==> src/rtl/usb_txn_ctrl_if.sv <==
// Bundle of the host request/result signals plus the transmit and receive
// pipeline handshakes seen by the transaction controller.
interface usb_txn_ctrl_if;
  // Host-side request and result
  logic        txn_start;
  logic        txn_is_in;
  logic [6:0]  txn_addr;
  logic [3:0]  txn_endp;
  logic [63:0] txn_wdata;
  logic        txn_done;
  logic        txn_success;
  logic [63:0] txn_rdata;
  // Transmit pipeline
  logic [3:0]  out_pid;
  logic [3:0]  out_endp;
  logic [6:0]  out_addr;
  logic [63:0] out_data;
  logic        out_pkttype;
  logic        out_pktready;
  logic        out_down_ready;
  logic        out_sending;
  logic        writing;
  // Receive pipeline
  logic [63:0] in_data;
  logic        in_pktready;
  logic        in_error;
  logic        in_ack;
  logic        in_nak;

  // Environment side: host registers plus both packet pipelines
  modport master (
    output txn_start, txn_is_in, txn_addr, txn_endp, txn_wdata,
    output out_down_ready, out_sending,
    output in_data, in_pktready, in_error, in_ack, in_nak,
    input  txn_done, txn_success, txn_rdata,
    input  out_pid, out_endp, out_addr, out_data, out_pkttype, out_pktready,
    input  writing
  );

  // Controller side
  modport slave (
    input  txn_start, txn_is_in, txn_addr, txn_endp, txn_wdata,
    input  out_down_ready, out_sending,
    input  in_data, in_pktready, in_error, in_ack, in_nak,
    output txn_done, txn_success, txn_rdata,
    output out_pid, out_endp, out_addr, out_data, out_pkttype, out_pktready,
    output writing
  );
endinterface

==> src/rtl/usb_txn_ctrl.sv <==
// USB transaction controller: sequences token/data/handshake packets for one
// OUT or IN request, retries failed attempts and reports a single result.
module usb_txn_ctrl #(
  parameter int MAX_RETRY = 8,
  parameter int TIMEOUT   = 255
) (
  input  logic         clk,
  input  logic         rst_L,
  usb_txn_ctrl_if.slave bus
);

  localparam int TW = $clog2(TIMEOUT + 1);

  localparam logic [3:0] PID_OUT   = 4'b0001;
  localparam logic [3:0] PID_IN    = 4'b1001;
  localparam logic [3:0] PID_DATA0 = 4'b0011;
  localparam logic [3:0] PID_ACK   = 4'b0010;
  localparam logic [3:0] PID_NAK   = 4'b1010;

  typedef enum logic [2:0] {
    S_IDLE, S_TX_TOK, S_TX_DATA, S_RX_WAIT, S_TX_HS, S_DONE
  } state_t;

  // Progress of one packet send: request, wait for bus start, wait for bus end
  typedef enum logic [1:0] {PH_REQ, PH_RISE, PH_FALL} phase_t;

  state_t          state_q, state_d;
  phase_t          phase_q, phase_d;
  logic [3:0]      attempt_q, attempt_d;
  logic [TW-1:0]   tmo_q, tmo_d;
  logic            succ_q, succ_d;
  logic            is_in_q, is_in_d;
  logic [6:0]      addr_q, addr_d;
  logic [3:0]      endp_q, endp_d;
  logic [63:0]     wdata_q, wdata_d;
  logic [63:0]     rdata_q, rdata_d;
  logic [3:0]      pid_q, pid_d;
  logic            pkttype_q, pkttype_d;
  logic [6:0]      oaddr_q, oaddr_d;
  logic [3:0]      oendp_q, oendp_d;
  logic [63:0]     odata_q, odata_d;
  logic            fail;
  logic            send_end;
  logic            tmo_hit;

  // State and datapath registers
  // NOTE: asynchronous reset in the sensitivity list, and only non-blocking
  // assignments here so every register samples pre-edge values.
  always_ff @(posedge clk or negedge rst_L) begin
    if (!rst_L) begin
      state_q   <= S_IDLE;
      phase_q   <= PH_REQ;
      attempt_q <= '0;
      tmo_q     <= '0;
      succ_q    <= 1'b0;
      is_in_q   <= 1'b0;
      addr_q    <= '0;
      endp_q    <= '0;
      wdata_q   <= '0;
      rdata_q   <= '0;
      pid_q     <= '0;
      pkttype_q <= 1'b0;
      oaddr_q   <= '0;
      oendp_q   <= '0;
      odata_q   <= '0;
    end else begin
      state_q   <= state_d;
      phase_q   <= phase_d;
      attempt_q <= attempt_d;
      tmo_q     <= tmo_d;
      succ_q    <= succ_d;
      is_in_q   <= is_in_d;
      addr_q    <= addr_d;
      endp_q    <= endp_d;
      wdata_q   <= wdata_d;
      rdata_q   <= rdata_d;
      pid_q     <= pid_d;
      pkttype_q <= pkttype_d;
      oaddr_q   <= oaddr_d;
      oendp_q   <= oendp_d;
      odata_q   <= odata_d;
    end
  end

  assign send_end = (phase_q == PH_FALL) && !bus.out_sending;
  assign tmo_hit  = (tmo_q == TW'(TIMEOUT - 1));

  // Next-state logic: transitions, retry decision and packet field loading
  always_comb begin
    // NOTE: every variable gets a hold default first so no path infers a latch.
    state_d   = state_q;
    phase_d   = phase_q;
    attempt_d = attempt_q;
    tmo_d     = tmo_q;
    succ_d    = succ_q;
    is_in_d   = is_in_q;
    addr_d    = addr_q;
    endp_d    = endp_q;
    wdata_d   = wdata_q;
    rdata_d   = rdata_q;
    pid_d     = pid_q;
    pkttype_d = pkttype_q;
    oaddr_d   = oaddr_q;
    oendp_d   = oendp_q;
    odata_d   = odata_q;
    fail      = 1'b0;

    case (state_q)
      S_IDLE: begin
        if (bus.txn_start) begin
          is_in_d   = bus.txn_is_in;
          addr_d    = bus.txn_addr;
          endp_d    = bus.txn_endp;
          wdata_d   = bus.txn_wdata;
          rdata_d   = '0;
          succ_d    = 1'b0;
          attempt_d = 4'd1;
          state_d   = S_TX_TOK;
        end
      end
      S_TX_TOK, S_TX_DATA, S_TX_HS: begin
        case (phase_q)
          PH_REQ:  if (bus.out_down_ready) phase_d = PH_RISE;
          PH_RISE: if (bus.out_sending)    phase_d = PH_FALL;
          default: ;
        endcase
        if (send_end) begin
          case (state_q)
            S_TX_TOK:  state_d = is_in_q ? S_RX_WAIT : S_TX_DATA;
            S_TX_DATA: state_d = S_RX_WAIT;
            default: begin
              if (succ_q) state_d = S_DONE;
              else        fail    = 1'b1;
            end
          endcase
        end
      end
      S_RX_WAIT: begin
        tmo_d = tmo_q + TW'(1);
        if (!is_in_q) begin
          // Data packets are meaningless after an OUT; they do not mask errors
          if (bus.in_ack) begin
            succ_d  = 1'b1;
            state_d = S_DONE;
          end else if (bus.in_nak || bus.in_error || tmo_hit) begin
            fail = 1'b1;
          end
        end else begin
          // An ACK is meaningless after an IN token and is skipped
          if (bus.in_nak) begin
            fail = 1'b1;
          end else if (bus.in_pktready && !bus.in_error) begin
            rdata_d = bus.in_data;
            succ_d  = 1'b1;
            state_d = S_TX_HS;
          end else if (bus.in_error) begin
            succ_d  = 1'b0;
            state_d = S_TX_HS;
          end else if (tmo_hit) begin
            fail = 1'b1;
          end
        end
      end
      S_DONE:  state_d = S_IDLE;
      default: state_d = S_IDLE;
    endcase

    if (fail) begin
      if (attempt_q == 4'(MAX_RETRY)) begin
        succ_d  = 1'b0;
        state_d = S_DONE;
      end else begin
        attempt_d = attempt_q + 4'd1;
        state_d   = S_TX_TOK;
      end
    end

    // Entry actions; packet fields change only when a new send begins
    if (state_d != state_q) begin
      case (state_d)
        S_TX_TOK: begin
          phase_d   = PH_REQ;
          pid_d     = is_in_d ? PID_IN : PID_OUT;
          pkttype_d = 1'b0;
          oaddr_d   = addr_d;
          oendp_d   = endp_d;
        end
        S_TX_DATA: begin
          phase_d   = PH_REQ;
          pid_d     = PID_DATA0;
          pkttype_d = 1'b1;
          odata_d   = wdata_d;
        end
        S_TX_HS: begin
          phase_d   = PH_REQ;
          pid_d     = succ_d ? PID_ACK : PID_NAK;
          pkttype_d = 1'b0;
        end
        S_RX_WAIT: tmo_d = '0;
        default: ;
      endcase
    end
  end

  // Output decode from the current state and held registers
  always_comb begin
    bus.writing      = (state_q == S_TX_TOK) || (state_q == S_TX_DATA) || (state_q == S_TX_HS);
    bus.out_pktready = bus.writing && (phase_q == PH_REQ);
    bus.txn_done     = (state_q == S_DONE);
    bus.txn_success  = (state_q == S_DONE) && succ_q;
    bus.txn_rdata    = rdata_q;
    bus.out_pid      = pid_q;
    bus.out_pkttype  = pkttype_q;
    bus.out_addr     = oaddr_q;
    bus.out_endp     = oendp_q;
    bus.out_data     = odata_q;
  end

endmodule

==> src/flat_wrapper.sv <==
// flat-port wrapper written by rule: the top's interface ports become plain ports
module usb_txn_ctrl_flat 
#(
  parameter int MAX_RETRY = 8,
  parameter int TIMEOUT   = 255
)
  (clk, rst_L, bus_txn_start, bus_txn_is_in, bus_txn_addr, bus_txn_endp, bus_txn_wdata, bus_out_down_ready, bus_out_sending, bus_in_data, bus_in_pktready, bus_in_error, bus_in_ack, bus_in_nak, bus_txn_done, bus_txn_success, bus_txn_rdata, bus_out_pid, bus_out_endp, bus_out_addr, bus_out_data, bus_out_pkttype, bus_out_pktready, bus_writing);
  usb_txn_ctrl_if bus_i ();
  input  logic clk;
  input  logic rst_L;
  input wire logic [$bits(bus_i.txn_start)-1:0] bus_txn_start;
  input wire logic [$bits(bus_i.txn_is_in)-1:0] bus_txn_is_in;
  input wire logic [$bits(bus_i.txn_addr)-1:0] bus_txn_addr;
  input wire logic [$bits(bus_i.txn_endp)-1:0] bus_txn_endp;
  input wire logic [$bits(bus_i.txn_wdata)-1:0] bus_txn_wdata;
  input wire logic [$bits(bus_i.out_down_ready)-1:0] bus_out_down_ready;
  input wire logic [$bits(bus_i.out_sending)-1:0] bus_out_sending;
  input wire logic [$bits(bus_i.in_data)-1:0] bus_in_data;
  input wire logic [$bits(bus_i.in_pktready)-1:0] bus_in_pktready;
  input wire logic [$bits(bus_i.in_error)-1:0] bus_in_error;
  input wire logic [$bits(bus_i.in_ack)-1:0] bus_in_ack;
  input wire logic [$bits(bus_i.in_nak)-1:0] bus_in_nak;
  output wire logic [$bits(bus_i.txn_done)-1:0] bus_txn_done;
  output wire logic [$bits(bus_i.txn_success)-1:0] bus_txn_success;
  output wire logic [$bits(bus_i.txn_rdata)-1:0] bus_txn_rdata;
  output wire logic [$bits(bus_i.out_pid)-1:0] bus_out_pid;
  output wire logic [$bits(bus_i.out_endp)-1:0] bus_out_endp;
  output wire logic [$bits(bus_i.out_addr)-1:0] bus_out_addr;
  output wire logic [$bits(bus_i.out_data)-1:0] bus_out_data;
  output wire logic [$bits(bus_i.out_pkttype)-1:0] bus_out_pkttype;
  output wire logic [$bits(bus_i.out_pktready)-1:0] bus_out_pktready;
  output wire logic [$bits(bus_i.writing)-1:0] bus_writing;
  assign bus_i.txn_start = bus_txn_start;
  assign bus_i.txn_is_in = bus_txn_is_in;
  assign bus_i.txn_addr = bus_txn_addr;
  assign bus_i.txn_endp = bus_txn_endp;
  assign bus_i.txn_wdata = bus_txn_wdata;
  assign bus_i.out_down_ready = bus_out_down_ready;
  assign bus_i.out_sending = bus_out_sending;
  assign bus_i.in_data = bus_in_data;
  assign bus_i.in_pktready = bus_in_pktready;
  assign bus_i.in_error = bus_in_error;
  assign bus_i.in_ack = bus_in_ack;
  assign bus_i.in_nak = bus_in_nak;
  assign bus_txn_done = bus_i.txn_done;
  assign bus_txn_success = bus_i.txn_success;
  assign bus_txn_rdata = bus_i.txn_rdata;
  assign bus_out_pid = bus_i.out_pid;
  assign bus_out_endp = bus_i.out_endp;
  assign bus_out_addr = bus_i.out_addr;
  assign bus_out_data = bus_i.out_data;
  assign bus_out_pkttype = bus_i.out_pkttype;
  assign bus_out_pktready = bus_i.out_pktready;
  assign bus_writing = bus_i.writing;
  usb_txn_ctrl #(.MAX_RETRY(MAX_RETRY), .TIMEOUT(TIMEOUT)) u_core (.clk(clk), .rst_L(rst_L), .bus(bus_i));
endmodule
==> config.mk <==
export PLATFORM = sky130hd
export DESIGN_NAME = usb_txn_ctrl_flat
export DESIGN_NICKNAME = d
export VERILOG_FILES = /design/src/rtl/usb_txn_ctrl_if.sv /design/src/rtl/usb_txn_ctrl.sv /design/src/flat_wrapper.sv
export SDC_FILE = /design/constraint.sdc
export NUM_CORES = 1
export LEC_CHECK = 0
export CAP_MARGIN = 20
export CORE_MARGIN = 2
export CORE_UTILIZATION = 45
export DETAILED_ROUTE_END_ITERATION = 10
export GPL_TIMING_DRIVEN = 0
export PLACE_DENSITY = 0.78
export SYNTH_ARGS = -nofsm -noshare
export SYNTH_HDL_FRONTEND = slang
export SYNTH_SLANG_ARGS = --single-unit
==> constraint.sdc <==
create_clock -name clk -period 2.35 [get_ports clk]
set_input_delay 0.47 -clock clk [delete_from_list [all_inputs] [get_ports clk]]
set_output_delay 0.47 -clock clk [all_outputs]
set_load 0.1 [all_outputs]
After elaboration in Yosys (flattened, before gate mapping)
Index checks and enable logic that the tools add are counted.
{"block": "totals", "register_bits": 238, "in_bits": 149, "output_inout_bits": 148, "word_cells": 122}
{"block": "classes", "addsub": 2, "eq_ne": 18, "mux": 63, "n_reduce_logical": 24}
{"operator": "2-to-1 mux 64 bit", "count": 6}
{"operator": "case mux 64 bit (2 select lines)", "count": 1}
{"operator": "2-to-1 mux 4 bit", "count": 8}
{"operator": "2-to-1 mux 3 bit", "count": 10}
{"operator": "2-to-1 mux 8 bit", "count": 3}
{"operator": "2-to-1 mux 1 bit", "count": 21}
{"operator": "2-to-1 mux 7 bit", "count": 2}
{"operator": "equality test 3 x 2 -> 1 bit (second input constant)", "count": 4}
{"operator": "case mux 4 bit (3 select lines)", "count": 1}
{"operator": "2-to-1 mux 2 bit", "count": 5}
{"operator": "equality test 3 bit (second input constant)", "count": 3}
{"operator": "case mux 3 bit (3 select lines)", "count": 1}
{"operator": "adder 8 x 1 -> 8 bit (second input constant)", "count": 1}
{"operator": "equality test 8 bit (second input constant)", "count": 1}
{"operator": "AND reduction 2 bit", "count": 4}
{"operator": "equality test 3 x 1 -> 1 bit (second input constant)", "count": 2}
{"operator": "case mux 1 bit (2 select lines)", "count": 3}
{"operator": "case mux 3 bit (2 select lines)", "count": 1}
{"operator": "OR reduction 3 bit", "count": 2}
{"operator": "AND reduction 5 bit", "count": 1}
{"operator": "adder 4 x 1 -> 4 bit (second input constant)", "count": 1}
{"operator": "equality test 4 bit (second input constant)", "count": 1}
{"operator": "logical AND 1 bit", "count": 4}
{"operator": "logical OR 1 bit", "count": 4}
{"operator": "12 further kinds", "count": 17}

Longest topological paths before layout
{"block": "logic_depth", "word_depth": 12, "mapped_depth": 10}

Worst setup path before layout
OpenSTA, ideal clock, no wires.
{"block": "synth_timing", "kind": "register to output", "startpoint": "register u_core.state_q[1]", "endpoint": "output bus_txn_success", "arrival_ps": 3780, "setup_slack_ps": -1900, "stages_incl_launch_ff": 4, "n_path_buf": 1, "path_cell_list": "dfrtp_1 buf_2 nor3b_1 and2_1"}
{"block": "synth_via", "elab_chain_cells": 2}
{"element": "start: declaration", "line": "usb_txn_ctrl.sv:27", "source": "state_t state_q, state_d;"}
{"element": "start signal: assignment", "line": "usb_txn_ctrl.sv:67", "source": "state_q <= state_d;"}
{"element": "equality test 3 bit"}
{"element": "named net bus_txn_done", "line": "flat_wrapper.sv:23", "source": "output wire logic [$bits(bus_i.txn_done)-1:0] bus_txn_done;"}
{"element": "logical AND 1 bit", "line": "usb_txn_ctrl.sv:210", "source": "bus.txn_success = (state_q == S_DONE) && succ_q;"}
{"element": "end: declaration", "line": "flat_wrapper.sv:24", "source": "output wire logic [$bits(bus_i.txn_success)-1:0] bus_txn_success;"}
The timed path passes the listed nets, and every way through them passes these cells.

Worst setup path after layout
{"block": "layout_timing", "startpoint": "register u_core.state_q[0]", "endpoint": "output bus_out_pktready"}
{"block": "layout_via", "elab_chain_cells": 4, "word_cells_on_any_way": 6, "classes_between": "eq/ne (3); reduce/logical (3)"}
{"element": "equality test 3 x 1 -> 1 bit or equality test 3 x 2 -> 1 bit (tied branches)", "line": "usb_txn_ctrl.sv:207", "source": "bus.writing = (state_q == S_TX_TOK) || (state_q == S_TX_DATA) || (state_q == S_TX_HS);"}
{"element": "logical OR 1 bit", "line": "usb_txn_ctrl.sv:207"}
{"element": "logical OR 1 bit (*)", "line": "usb_txn_ctrl.sv:207"}
{"element": "logical AND 1 bit (*)", "line": "usb_txn_ctrl.sv:208", "source": "bus.out_pktready = bus.writing && (phase_q == PH_REQ);"}
{"element": "end: declaration", "line": "flat_wrapper.sv:31", "source": "output wire logic [$bits(bus_i.out_pktready)-1:0] bus_out_pktready;"}
Mark *: on every way between the ends. The rest lies on a longest branch, timed or not.

==> metrics.yaml <==
routed_wl_um: 25500
antenna_found_initial: 0
synth_nets: 1067
synth.avg_cell_area_um2: 10.5
drv_slew: 0
rsz0062_at_grt: "yes"
synth_area_leaders: "dfrtp_1 62%, nand2_1 14%, mux2_2 8.8%"
finalCritPeriodShare_pct: 103
cts.sink_count: 237
violations: "negative setup slack"
critPathArrivalTime_ps: 1940
power_mw: 19.9
io_buffers: 295
final_nets: 1393
antenna-diode-count: 0
path_class: "reg -> out"
post_dp_cell_area_mm2: 0.0129
synth-seq-cells: 237
final_cell_mix: "367 x nand2_1, 235 x dfrtp_1, 146 x clkdlybuf4s50_1"
cts_root_buf: "clkbuf_16"
fin_skew_ps: 10.6
tritoncts: "done"
p_leak_nw: 7.20
place.gp.congestion: 0.794
syn_area_mm2: 0.00955
status: "finished, violations left"
path_clk_slew_ps: 60
areaGrowthSynthToFinish_pct: 43.4
drtIter0Drc: 386
synthArstFlopShare_pct: 100
maxSlewHeadroom_pct: 31.3
final_hold_viol_count: 0
postLayoutCellArea_mm2: 0.0137
yosysSeqAreaShare_pct: 62.1
htreeDepth: 1
endpoint_kind: "output port"
max_freq_ghz: 0.414
timing.max_cap.violations: 0
pre_cts_slack_ps: -857
place_inst: 1485
rows: 53
cts_buffer_depth: 3
yosys.area.top_type_share_pct: 62.1
fp.dieH_um: 150
crit_required_ps: 1880
hp-class: "in -> async"
ys_warn_count: 0
ys.flop_type: "dfrtp_1"
chipWidth_um: 150
vdd_drop_max_mv: 1.06
critPathMaxFanout: 10
syn-instance-count: 914
dr.pass1.iters: 4
vias_per_cell: 5.01
synth-edff-count: 0
setup_violations: 1
final_common_cell: "nand2_1"
track_usage_pct: 22.6
drc: 0
synth_top_area_cell: "dfrtp_1"
ctsHoldBuffers: 0
drive_above_1_share_pct: 14.3
post-route-util_pct: 65.3
start_util_pct: 45.6
pin_count: 297
overflow: 0
power.density_mw_per_mm2: 1450
worstMarginPinSlew_ps: 1030
period_needed_ps: 2410
grt_pass1_wl_um: 40300
layout_setup_ws_ps: -63.8
cts_buffers: 25
postRouteAntennaNets: 0
layoutNonFillerInstCount: 1531
dr_total_vias: 7677
hpwl_um: 18000
wl_per_cell_um: 16.6
fill_cells: 1657
grt_max_degree: 123
dieArea_mm2: 0.0224
fp.coreArea_mm2: 0.0210
grt_pass1_vias: 7865
ys_types: 59
cp-start-kind: "flip-flop"
clk_latency_ps: 510
[critical path, cell delays in order, from the launching register on]
cell and delay (ps):
dfrtp_1 390, clkbuf_4 190, xor2_1 190, o21a_4 160
nor2b_4 150, nor2b_4 170, buf_12 180
[Yosys cell counts (all sizes together), types with 3 or more instances]
cell type and number:
xor2 5, nor2 17, a21oi 7, ha 4, clkbuf 27, inv 8
buf 24, and2 3, a21o 3, nand4 4, o21ai 10, and3 4
dfrtp 237, nand3 71, nand2 367, nor3 5, a31oi 6, mux2 76
o21a 3
[routing by layer]
| layer | vias up | global-route usage [%] | part of all wire [%] |
|---|---|---|---|
| met5 | - | 0 | 0 |
| met4 | 0 | 8.02 | 3.1 |
| met3 | 56 | 7.84 | 10 |
| met2 | 277 | 37.6 | 48 |
| met1 | 3693 | 27.3 | 39 |
| li1 | 3651 | - | - |
[registers in the layout, summed over array words and instances (netlist names), named ones only]
register	flops
u_core.bus.out_pkttype	1
u_core.bus.txn_rdata	64
u_core.attempt_q	3
u_core.tmo_q	8
u_core.bus.out_endp	4
u_core.bus.out_addr	7
u_core.is_in_q	1
u_core.succ_q	1
u_core.bus.out_pid	3
u_core.addr_q	7
u_core.wdata_q	64
u_core.state_q	3
u_core.endp_q	4
u_core.phase_q	2
u_core.bus.out_data	64
[cell type report]
cell class              count  area, um^2  share of cell area [%]
plain buffers              49         246                    1.80
clock buffers              35         733                    5.35
clock inverters             8        97.6                   0.713
inverters                   8        30.0                   0.219
multi-input cells         618        3460                    25.3
flip-flops and latches    237        5930                    43.3
well taps                 275         344                    2.51
repair buffers            301        2850                    20.8
[power breakdown]
| group | internal, mW | total, mW | leakage, nW | switching, mW |
|---|---|---|---|---|
| logic | 2.39 | 9.82 | 3.73 | 7.43 |
| registers | 5.46 | 6.08 | 3.07 | 0.625 |
| clock network | 2.38 | 3.95 | 0.402 | 1.57 |
| total | 10.2 | 19.9 | 7.20 | 9.63 |
[path summary, 6_finish.rpt]
kind,from,end,slack (ps),cells after the start
setup / recovery,u_core.state_q[0],bus_out_pktready,-60,6
hold / removal,rst_L,u_core.bus.out_data[51],20,1
setup reg to reg,u_core.phase_q[0],u_core.bus.out_data[59],70,5
hold reg to reg,u_core.wdata_q[48],u_core.wdata_q[48],460,2
max in group asynchronous,rst_L,u_core.bus.txn_rdata[0],1270,2
min in group clk,u_core.wdata_q[48],u_core.wdata_q[48],460,2
[kinds of logic (layout without fill, tap and decap cells)]
family | Yosys count | in the layout | synth area share (%)
simple gates | 488 | 488 | 21.5
flops | 237 | 237 | 62.1
mux | 78 | 78 | 9.34
buf+inv | 59 | 401 | 2.75
compound gates | 41 | 41 | 3.21
xor+xnor | 6 | 6 | 0.550
fa+ha+maj | 4 | 4 | 0.524
other cells | 1 | 1 | 0.0393
[repair_timing]
action	CTS	global route
pin swaps	1	2
endpoints found under the setup margin	281	93
gates resized for setup	181	19
setup buffers	0	5
[through the flow]
| stage | setup TNS, ps | hold WS, ps |
|---|---|---|
| finish | -63.8 | 17.6 |
| global route | -437 | 83.6 |
| CTS | -844 | 60.1 |
| detailed placement | -84600 | 452 |
| global placement | -2272010 | 447 |
| floorplan | -56.4 | 174 |
(Power assumes the default switching activity.)
